File: config.mk
export PLATFORM = sky130hd
export DESIGN_NAME = position_detect_mc
export DESIGN_NICKNAME = d
export VERILOG_FILES = /design/src/rtl/pos_pkg.sv /design/src/rtl/pos_channel.sv /design/src/rtl/position_detect_mc.sv
export SDC_FILE = /design/constraint.sdc
export NUM_CORES = 1
export LEC_CHECK = 0
export ABC_CLOCK_PERIOD_IN_PS = 11600
export CAP_MARGIN = 20
export CORE_ASPECT_RATIO = 2
export CORE_MARGIN = 2
export CORE_UTILIZATION = 53
export CTS_CLUSTER_DIAMETER = 200
export CTS_CLUSTER_SIZE = 25
export DETAILED_ROUTE_END_ITERATION = 10
export DONT_BUFFER_PORTS = 1
export GPL_ROUTABILITY_DRIVEN = 0
export HOLD_SLACK_MARGIN = 0.02
export PLACE_DENSITY = 0.68
export SKIP_LAST_GASP = 1
export SLEW_MARGIN = 10
export SYNTH_ARGS = -nofsm -noshare
export SYNTH_HDL_FRONTEND = slang
export SYNTH_HIERARCHICAL = 1
export SYNTH_SLANG_ARGS = --single-unit
File: constraint.sdc
create_clock -name int_clk -period 11.6 [get_ports int_clk]
set_clock_uncertainty 0.1 [all_clocks]
set_input_delay 2.32 -clock int_clk [delete_from_list [all_inputs] [get_ports int_clk]]
set_output_delay 2.32 -clock int_clk [all_outputs]
set_load 0.02 [all_outputs]
File: src/rtl/pos_pkg.sv
// Shared constants and FSM encoding for the position detector.
// No logic; latency and backpressure are defined by the modules that import it.
// Report IDs double as the error marker seen by the UART transmitter.
package pos_pkg;

    localparam logic [7:0]  MAP_ID   = 8'hF0;
    localparam logic [7:0]  ERR_ID   = 8'hFF;
    localparam logic [15:0] ERR_DATA = 16'hFFFF;

    typedef enum logic [1:0] {
        IDLE,
        LOAD,
        SEND
    } state_e;

endpackage

File: src/rtl/pos_channel.sv
// One sensor channel: threshold register, hysteresis compare, debounce counter.
// Latency: bit flips on the edge that samples the deciding smp_vld; flip is combinational.
// Backpressure: none, every strobed sample is consumed.
module pos_channel #(
    parameter int ADC_W   = 12,
    parameter int HYST    = 16,
    parameter int DEB_CNT = 3,
    parameter int THR_RST = 511
) (
    input  logic             int_clk,
    input  logic             rst_n,
    input  logic             smp_vld,
    input  logic [ADC_W-1:0] smp_dat,
    input  logic             thr_we,
    input  logic [ADC_W-1:0] thr_dat,
    output logic             pos_bit,
    output logic             flip
);

    localparam int             XW       = ADC_W + 1;
    localparam logic [XW-1:0]  MAX_V    = {1'b0, {ADC_W{1'b1}}};
    localparam logic [XW-1:0]  HYST_X   = XW'(HYST);
    localparam logic [3:0]     DEB_LAST = 4'(DEB_CNT - 1);

    logic [ADC_W-1:0] thr_q, thr_d;
    logic [3:0]       cnt_q, cnt_d;
    logic             bit_q, bit_d;
    logic [XW-1:0]    thr_x, hi_sum, hi, lo, smp_x;
    logic             qual_hi, qual_lo, opposite;

    always_comb begin
        thr_x    = {1'b0, thr_q};
        smp_x    = {1'b0, smp_dat};
        hi_sum   = thr_x + HYST_X;
        hi       = (hi_sum > MAX_V) ? MAX_V : hi_sum;
        lo       = (thr_x >= HYST_X) ? (thr_x - HYST_X) : '0;
        qual_hi  = smp_x > hi;
        qual_lo  = smp_x < lo;
        opposite = bit_q ? qual_lo : qual_hi;

        // Compare always uses the registered threshold, so a same-cycle write lands next cycle.
        thr_d = thr_we ? thr_dat : thr_q;
        cnt_d = cnt_q;
        bit_d = bit_q;
        flip  = 1'b0;
        if (smp_vld) begin
            if (!opposite) begin
                cnt_d = '0;
            end else if (cnt_q == DEB_LAST) begin
                cnt_d = '0;
                bit_d = ~bit_q;
                flip  = 1'b1;
            end else begin
                cnt_d = cnt_q + 4'd1;
            end
        end
    end

    always_ff @(posedge int_clk or negedge rst_n) begin
        if (!rst_n) begin
            thr_q <= ADC_W'(THR_RST);
            cnt_q <= '0;
            bit_q <= 1'b0;
        end else begin
            thr_q <= thr_d;
            cnt_q <= cnt_d;
            bit_q <= bit_d;
        end
    end

    assign pos_bit = bit_q;

endmodule

File: src/rtl/position_detect_mc.sv
// Multi-channel position detector with ID-request report port; POS_AUTO_REPORT_EN adds map auto-reports.
// Latency: pos_map 1 cycle after deciding sample; report valid 2 edges after the accepting cycle.
// Backpressure: rpt_valid holds stable until rpt_ready; req_ready low while a report is in flight.
module position_detect_mc
    import pos_pkg::*;
#(
    parameter int N_CH    = 4,
    parameter int ADC_W   = 12,
    parameter int HYST    = 16,
    parameter int DEB_CNT = 3,
    parameter int THR_RST = 511,
    parameter int CH_W    = $clog2(N_CH)
) (
    input  logic             int_clk,
    input  logic             rst_n,
    input  logic             smp_valid,
    input  logic [CH_W-1:0]  smp_ch,
    input  logic [ADC_W-1:0] smp_data,
    input  logic             thr_we,
    input  logic [CH_W-1:0]  thr_ch,
    input  logic [ADC_W-1:0] thr_data,
    input  logic             req_valid,
    input  logic [7:0]       req_id,
    output logic             req_ready,
    output logic             rpt_valid,
    input  logic             rpt_ready,
    output logic [7:0]       rpt_id,
    output logic [15:0]      rpt_data,
    output logic [N_CH-1:0]  pos_map,
    output logic             pos_change
);

    logic [N_CH-1:0]            smp_hit, thr_hit, flip, map;
    logic [N_CH-1:0][ADC_W-1:0] smp_q, smp_d;
    logic                       pos_change_q, pos_change_d;
    state_e                     state_q, state_d;
    logic [7:0]                 id_q, id_d, rpt_id_q, rpt_id_d;
    logic [15:0]                rpt_data_q, rpt_data_d;

    // Equality decode drops out-of-range channel indices without a range check.
    always_comb begin
        for (int i = 0; i < N_CH; i++) begin
            smp_hit[i] = smp_valid && (smp_ch == CH_W'(i));
            thr_hit[i] = thr_we && (thr_ch == CH_W'(i));
        end
    end

    for (genvar g = 0; g < N_CH; g++) begin : g_ch
        pos_channel #(
            .ADC_W  (ADC_W),
            .HYST   (HYST),
            .DEB_CNT(DEB_CNT),
            .THR_RST(THR_RST)
        ) u_ch (
            .int_clk(int_clk),
            .rst_n  (rst_n),
            .smp_vld(smp_hit[g]),
            .smp_dat(smp_data),
            .thr_we (thr_hit[g]),
            .thr_dat(thr_data),
            .pos_bit(map[g]),
            .flip   (flip[g])
        );
    end

    always_comb begin
        smp_d = smp_q;
        for (int i = 0; i < N_CH; i++) begin
            if (smp_hit[i]) smp_d[i] = smp_data;
        end
        pos_change_d = |flip;
    end

`ifdef POS_AUTO_REPORT_EN
    logic auto_pend_q, auto_pend_d, take_auto;
`endif

    always_comb begin
        state_d    = state_q;
        id_d       = id_q;
        rpt_id_d   = rpt_id_q;
        rpt_data_d = rpt_data_q;
        req_ready  = 1'b0;
`ifdef POS_AUTO_REPORT_EN
        take_auto  = 1'b0;
`endif
        case (state_q)
            IDLE: begin
`ifdef POS_AUTO_REPORT_EN
                if (auto_pend_q) begin
                    take_auto = 1'b1;
                    id_d      = MAP_ID;
                    state_d   = LOAD;
                end else begin
                    req_ready = 1'b1;
                    if (req_valid) begin
                        id_d    = req_id;
                        state_d = LOAD;
                    end
                end
`else
                req_ready = 1'b1;
                if (req_valid) begin
                    id_d    = req_id;
                    state_d = LOAD;
                end
`endif
            end
            LOAD: begin
                if (id_q < 8'(N_CH)) begin
                    rpt_id_d   = id_q;
                    rpt_data_d = 16'(smp_q[id_q[CH_W-1:0]]);
                end else if (id_q == MAP_ID) begin
                    rpt_id_d   = MAP_ID;
                    rpt_data_d = 16'(map);
                end else begin
                    rpt_id_d   = ERR_ID;
                    rpt_data_d = ERR_DATA;
                end
                state_d = SEND;
            end
            SEND: begin
                if (rpt_ready) state_d = IDLE;
            end
            default: state_d = IDLE;
        endcase
    end

`ifdef POS_AUTO_REPORT_EN
    // Changes arriving while a report is in flight merge into a single pending map report.
    always_comb begin
        auto_pend_d = (auto_pend_q && !take_auto) || pos_change_q;
    end

    always_ff @(posedge int_clk or negedge rst_n) begin
        if (!rst_n) auto_pend_q <= 1'b0;
        else        auto_pend_q <= auto_pend_d;
    end
`endif

    always_ff @(posedge int_clk or negedge rst_n) begin
        if (!rst_n) begin
            smp_q        <= '0;
            pos_change_q <= 1'b0;
            state_q      <= IDLE;
            id_q         <= '0;
            rpt_id_q     <= '0;
            rpt_data_q   <= '0;
        end else begin
            smp_q        <= smp_d;
            pos_change_q <= pos_change_d;
            state_q      <= state_d;
            id_q         <= id_d;
            rpt_id_q     <= rpt_id_d;
            rpt_data_q   <= rpt_data_d;
        end
    end

    assign rpt_valid  = (state_q == SEND);
    assign rpt_id     = rpt_id_q;
    assign rpt_data   = rpt_data_q;
    assign pos_map    = map;
    assign pos_change = pos_change_q;

endmodule

Yosys cells after proc, flatten, opt, wreduce, memory -nomap -nowiden. Index checks and enable logic that the tools add are counted.

Register bits: 151. Input port bits: 42. Output and inout port bits: 31.

Add/subtract/negate cells: 12. Magnitude comparators: 18. Eq/ne operators: 15. Muxes and demuxes: 42. Bitwise gates (word level): 4. Reduce and logical (&&, ||, !) cells: 18.

Operator list (number): $mux 13 (8); $add 12x5->13 const B (4); $gt 12x13->1 (4); $gt 13x12->1 const B (4); $lt 12x13->1 (4); $sub 12x5->13 const B (4); $ge 12x5->1 const B (4); $mux 4 (9); $mux 16 (2); $bmux 12 s2 (1); $mux 1 (17); $add 4x1->4 const B (4); $eq 4x2->1 const B (4); $mux 12 (1); $reduce_and 3->1 (4); $eq 2x2->1 const B (5); $eq 8x8->1 const B (1); $logic_and 1x1->1 (8); $lt 8x3->1 const B (1); $mux 8 (1); $eq 2x1->1 const B (3); $logic_not 2->1 (3); $pmux 2 s3 (1); $mux 2 (2); other kinds (6) (10).

Depth between registers and ports, before layout.
Word-level depth: 8. Mapped depth: 16. Gate-level depth less buffers: 15.

Cells and area by module. Netlist, hierarchy kept.

Modules (own cells, without submodules): position_detect_mc (instances 1, cells an instance 254, area an instance 3549.7 sq um); pos_channel at g_ch[0].u_ch ... (instances 2, cells an instance 203, area an instance 1746.7 sq um); pos_channel at g_ch[1].u_ch ... (instances 2, cells an instance 197, area an instance 1746.7 sq um).

Worst setup path before layout. No wires, ideal clock.

Path kind: input to register. Start point: in smp_data[6]. End point: reg pos_change_q (netlist: pos_change). Arrival time: 4.111 ns. Required time: 11.361 ns. Slack: 7.250 ns. Cell stages on the path: 8. Cells stage by stage: ha_1 > a41o_1 > a221oi_1 > o21ai_0 > o21a_1 > a21oi_4 > nor2_1 > or4_1.

Word-level cells in the longest chain between the ends: 5. Elaborated cells between the ends (all ways): 21. Those cells by class: order compare (8); mux (12); reduce/logical (1).

RTL lines: start: declaration (line position_detect_mc.sv:18) `input logic [ADC_W-1:0] smp_data,`; $gt 12x13->1 or $lt 12x13->1 (tied branches) (line pos_channel.sv:37, pos_channel.sv:38); $mux 1 * (line pos_channel.sv:39) `opposite = bit_q ? qual_lo : qual_hi;`; $mux 1 * (line pos_channel.sv:47) `if (!opposite) begin`; $mux 1 * (line pos_channel.sv:46) `if (smp_vld) begin`; named net flip[1] (line position_detect_mc.sv:33) `logic [N_CH-1:0] smp_hit, thr_hit, flip, map;`; $reduce_or 4->1 * (line position_detect_mc.sv:71) `pos_change_d = |flip;`; named net pos_change_d (line position_detect_mc.sv:35) `logic pos_change_q, pos_change_d;`; end signal: assignment (line position_detect_mc.sv:151) `pos_change_q <= pos_change_d;`; end: declaration (line position_detect_mc.sv:35).

The timed path passes the listed nets; every way through them passes the cells marked *. A chain may end at the register's enable or synchronous reset.

Worst setup path after layout.
Start point: reg g_ch[3].u_ch.thr_q[4]. End point: reg pos_change_q (netlist: pos_change).

Word-level cells in the longest chain between the ends: 8. Elaborated cells between the ends (all ways): 12. Those cells by class: add/sub (2); order compare (4); mux (5); reduce/logical (1).

RTL lines: start: declaration (line pos_channel.sv:25) `logic [ADC_W-1:0] thr_q, thr_d;`; start signal: assignment (line pos_channel.sv:61) `thr_q <= ADC_W'(THR_RST);`; start signal: assignment (line pos_channel.sv:65) `thr_q <= thr_d;`; $add 12x5->13 (line pos_channel.sv:34) `hi_sum = thr_x + HYST_X;`; $gt 13x12->1 (line pos_channel.sv:35) `hi = (hi_sum > MAX_V) ? MAX_V : hi_sum;`; $mux 13 (line pos_channel.sv:35); $gt 12x13->1 (line pos_channel.sv:37) `qual_hi = smp_x > hi;`; $mux 1 * (line pos_channel.sv:39); $mux 1 * (line pos_channel.sv:47); $mux 1 * (line pos_channel.sv:46); named net flip[3] (line position_detect_mc.sv:33); $reduce_or 4->1 * (line position_detect_mc.sv:71); named net pos_change_d (line position_detect_mc.sv:35).

Marks and branches as above.

==> impl_metrics.toml <==
[synth]
synth_cell_type_count = 64
synth_top_area_share_pct = 26.6
synth_warnings = 6
ys_ff_latch = 148
synth_area_leaders = "dfrtp_1 27%, ha_1 14%, mux2_2 9.8%"
synth_common_cells = "116 x ha_1, 112 x dfrtp_1, 102 x nand2_1"
synth_edf_count = 0
synthesis.area_um2 = 10500
yosysTopAreaCell = "dfrtp_1"
seq_area_frac_synth_pct = 35.6
post-synth-top-count-cell = "ha_1"
synth.avg_cell_area_um2 = 10.0
synthArstFlopShare_pct = 100
syn_inst = 1054
synth_ff_type = "dfrtp_1"
synth_nets = 1212

[cells_and_area]
fillers = 1819
final_core_util_pct = 57.1
fin_area_um2 = 11300
finalNetCount = 1185
antenna_cells = 0
drive_above_1_share_pct = 19.7
areaGrowthSynthToFinish_pct = 6.96

[timing]
worstMarginPinSlew_ns = 0.921
setup_viol = 0
finalHoldViolations = 0
setup_ws_ns = 7.41
fin_tns_setup_ns = 0
post-route-period-util_pct = 36.1
fin_crit_ns = 4.19
slew_headroom_pct = 38.6
rsz0062_at_grt = "false"
fmax_ghz = 0.239
drv_slew = 0

[grt]
grt_pass1_vias = 8308
grt_pass1_wl_um = 43600
antenna_found_initial = 0
grt_max_degree = 149
overflow = 0
grt_use_total_pct = 26.6

[cts]
clk_path_buf_depth = 2
numCtsBuffers = 17
post_cts_buffers = 0
htree_levels = 4
tritoncts = "built"
cts_resized = 0
clk_latency_ns = 0.43
cts_sinks = 148
clk_pin_slew_worst_paths_ns = 0.06
root_buffer = "clkbuf_16"
postCtsHoldBufs = 0

[min_path]
hold_class = "reg2reg"

[pwr]
leakage_nw = 4.84
power_w = 0.00213
ir_worst_vdd_v = 0.000153
power_density_nw_per_um2 = 189

[critical_path]
critPathTopFamily = "compound AO/OA/AOI/OAI gates"
end_kind = "flip-flop"
startpoint_type = "flip-flop"
path_cells = "ha_1, nor2b_1, nand2_1, a211oi_1, and4_1, o21a_1, nor3_1, ha_1, a41o_1, a221oi_1, o21ai_0, o21a_1, a21oi_4, nor2_1, or4_1"
criticalPathCategory = "reg2reg"
cp_slowest_cell = "dfstp_2"
worst-path-max-fanout = 9
crit_arrival_ns = 4.40
path_buf_inv = 0
critical_path_required_ns = 11.81
max_stage_delay_ns = 0.61

[routing]
via_count = 8114
drt-initial-drc-count = 336
routed_wl_um = 27400
via_per_inst = 6.23
post-route-drc-count = 0
ant_nets = 0
firstDrtPassIters = 6
wl_per_cell_um = 21.0

[floorplanning]
coreArea_um2 = 19700
floorplan.die.height_um = 203
rows = 73
start_util_pct = 53.4
die_area_um2 = 21100
die_x_um = 104
top_level_ports = 73

[status]
status = "completed"

[place]
io_buffers = 0
place_hpwl_um = 20500
dp_worst_setup_slack_ns = 7.11
post_dp_cell_area_um2 = 10700

[run]
cap_violations = 0
==> per-layer routing <==
metal  vias to the layer above  global-route usage (%)  part of all wire [%]
met2                       243                    50.7                    54
li1                       3820                       -                     -
met1                      3949                    25.2                    35
met5                         -                       0                     0
met4                         0                    19.2                   6.8
met3                       102                    4.86                   4.8
==> metrics by stage <==
step	hold WS [ns]	instances
floorplan	0.374	1054
global placement	0.381	1268
detailed placement	0.388	1268
CTS	0.406	1300
global route	0.421	1302
finish	0.404	1302
==> worst paths after layout <==
check	start	to	slack [ns]	cells after the start
max in group asynchronous	rst_n	g_ch[0].u_ch/thr_q[8]$_DFFE_PN1P_	9.62	0
min reg2reg	smp_q[34]$_DFFE_PN0P_	smp_q[34]$_DFFE_PN0P_	0.40	1
min in group asynchronous	rst_n	id_q[5]$_DFFE_PN0P_	1.48	0
max	g_ch[3].u_ch/thr_q[4]$_DFFE_PN1P_	pos_change$_DFF_PN0_	7.41	15
max reg2reg	g_ch[3].u_ch/thr_q[4]$_DFFE_PN1P_	pos_change$_DFF_PN0_	7.41	15
min	smp_q[34]$_DFFE_PN0P_	smp_q[34]$_DFFE_PN0P_	0.40	1
==> sequential cells by signal, indices dropped and copies added, names as in the netlist <==
| name | cells |
|---|---|
| g_ch.u_ch/pos_bit | 4 |
| smp_q | 48 |
| id_q | 8 |
| pos_change | 1 |
| g_ch.u_ch/cnt_q | 16 |
| rpt_data | 13 |
| g_ch.u_ch/thr_q | 48 |
| state_q | 2 |
| rpt_id | 8 |
==> report_power, final <==
group	leakage [nW]	switching (W)	internal, W
Combinational	2.85	0.000344	0.000337
Sequential	1.70	0.000222	0.000663
Clock	0.284	0.000239	0.000329
==> cell usage in the layout, fill, tap and decap left out, types with 29 or more instances in the layout <==
cell,n
nand4_1,37
inv_1,36
a21oi_1,29
dfrtp_1,112
mux2_2,92
dfstp_2,36
nor2b_1,29
o21ai_0,38
ha_1,116
nand2_1,102
nor2_1,73
nand3_1,30
==> cell families (layout without fill, tap and decap cells) <==
family                   count (synthesis)  after routing  synth area share [%]
AND/OR/NAND/NOR                        373            373                  18.4
AO/OA/AOI/OAI                          194            194                  13.5
flip-flops                             148            148                  35.6
adder cells (fa/ha/maj)                116            116                  13.8
multiplexers                           108            108                  12.8
buffers and inverters                   87             73                  3.68
XOR/XNOR                                28             28                  2.33
==> cell type report <==
cell class	count	area [µm²]	share of cell area, %
Tap cell	262	328	2.91
Clock buffer	18	439	3.90
Timing Repair Buffer	5	37.5	0.333
Sequential cell	148	3750	33.3
Multi-Input combinational cell	819	6420	56.9
Clock inverter	14	165	1.47
Inverter	36	135	1.20
Note: power is estimated with default switching activity, not from simulation.
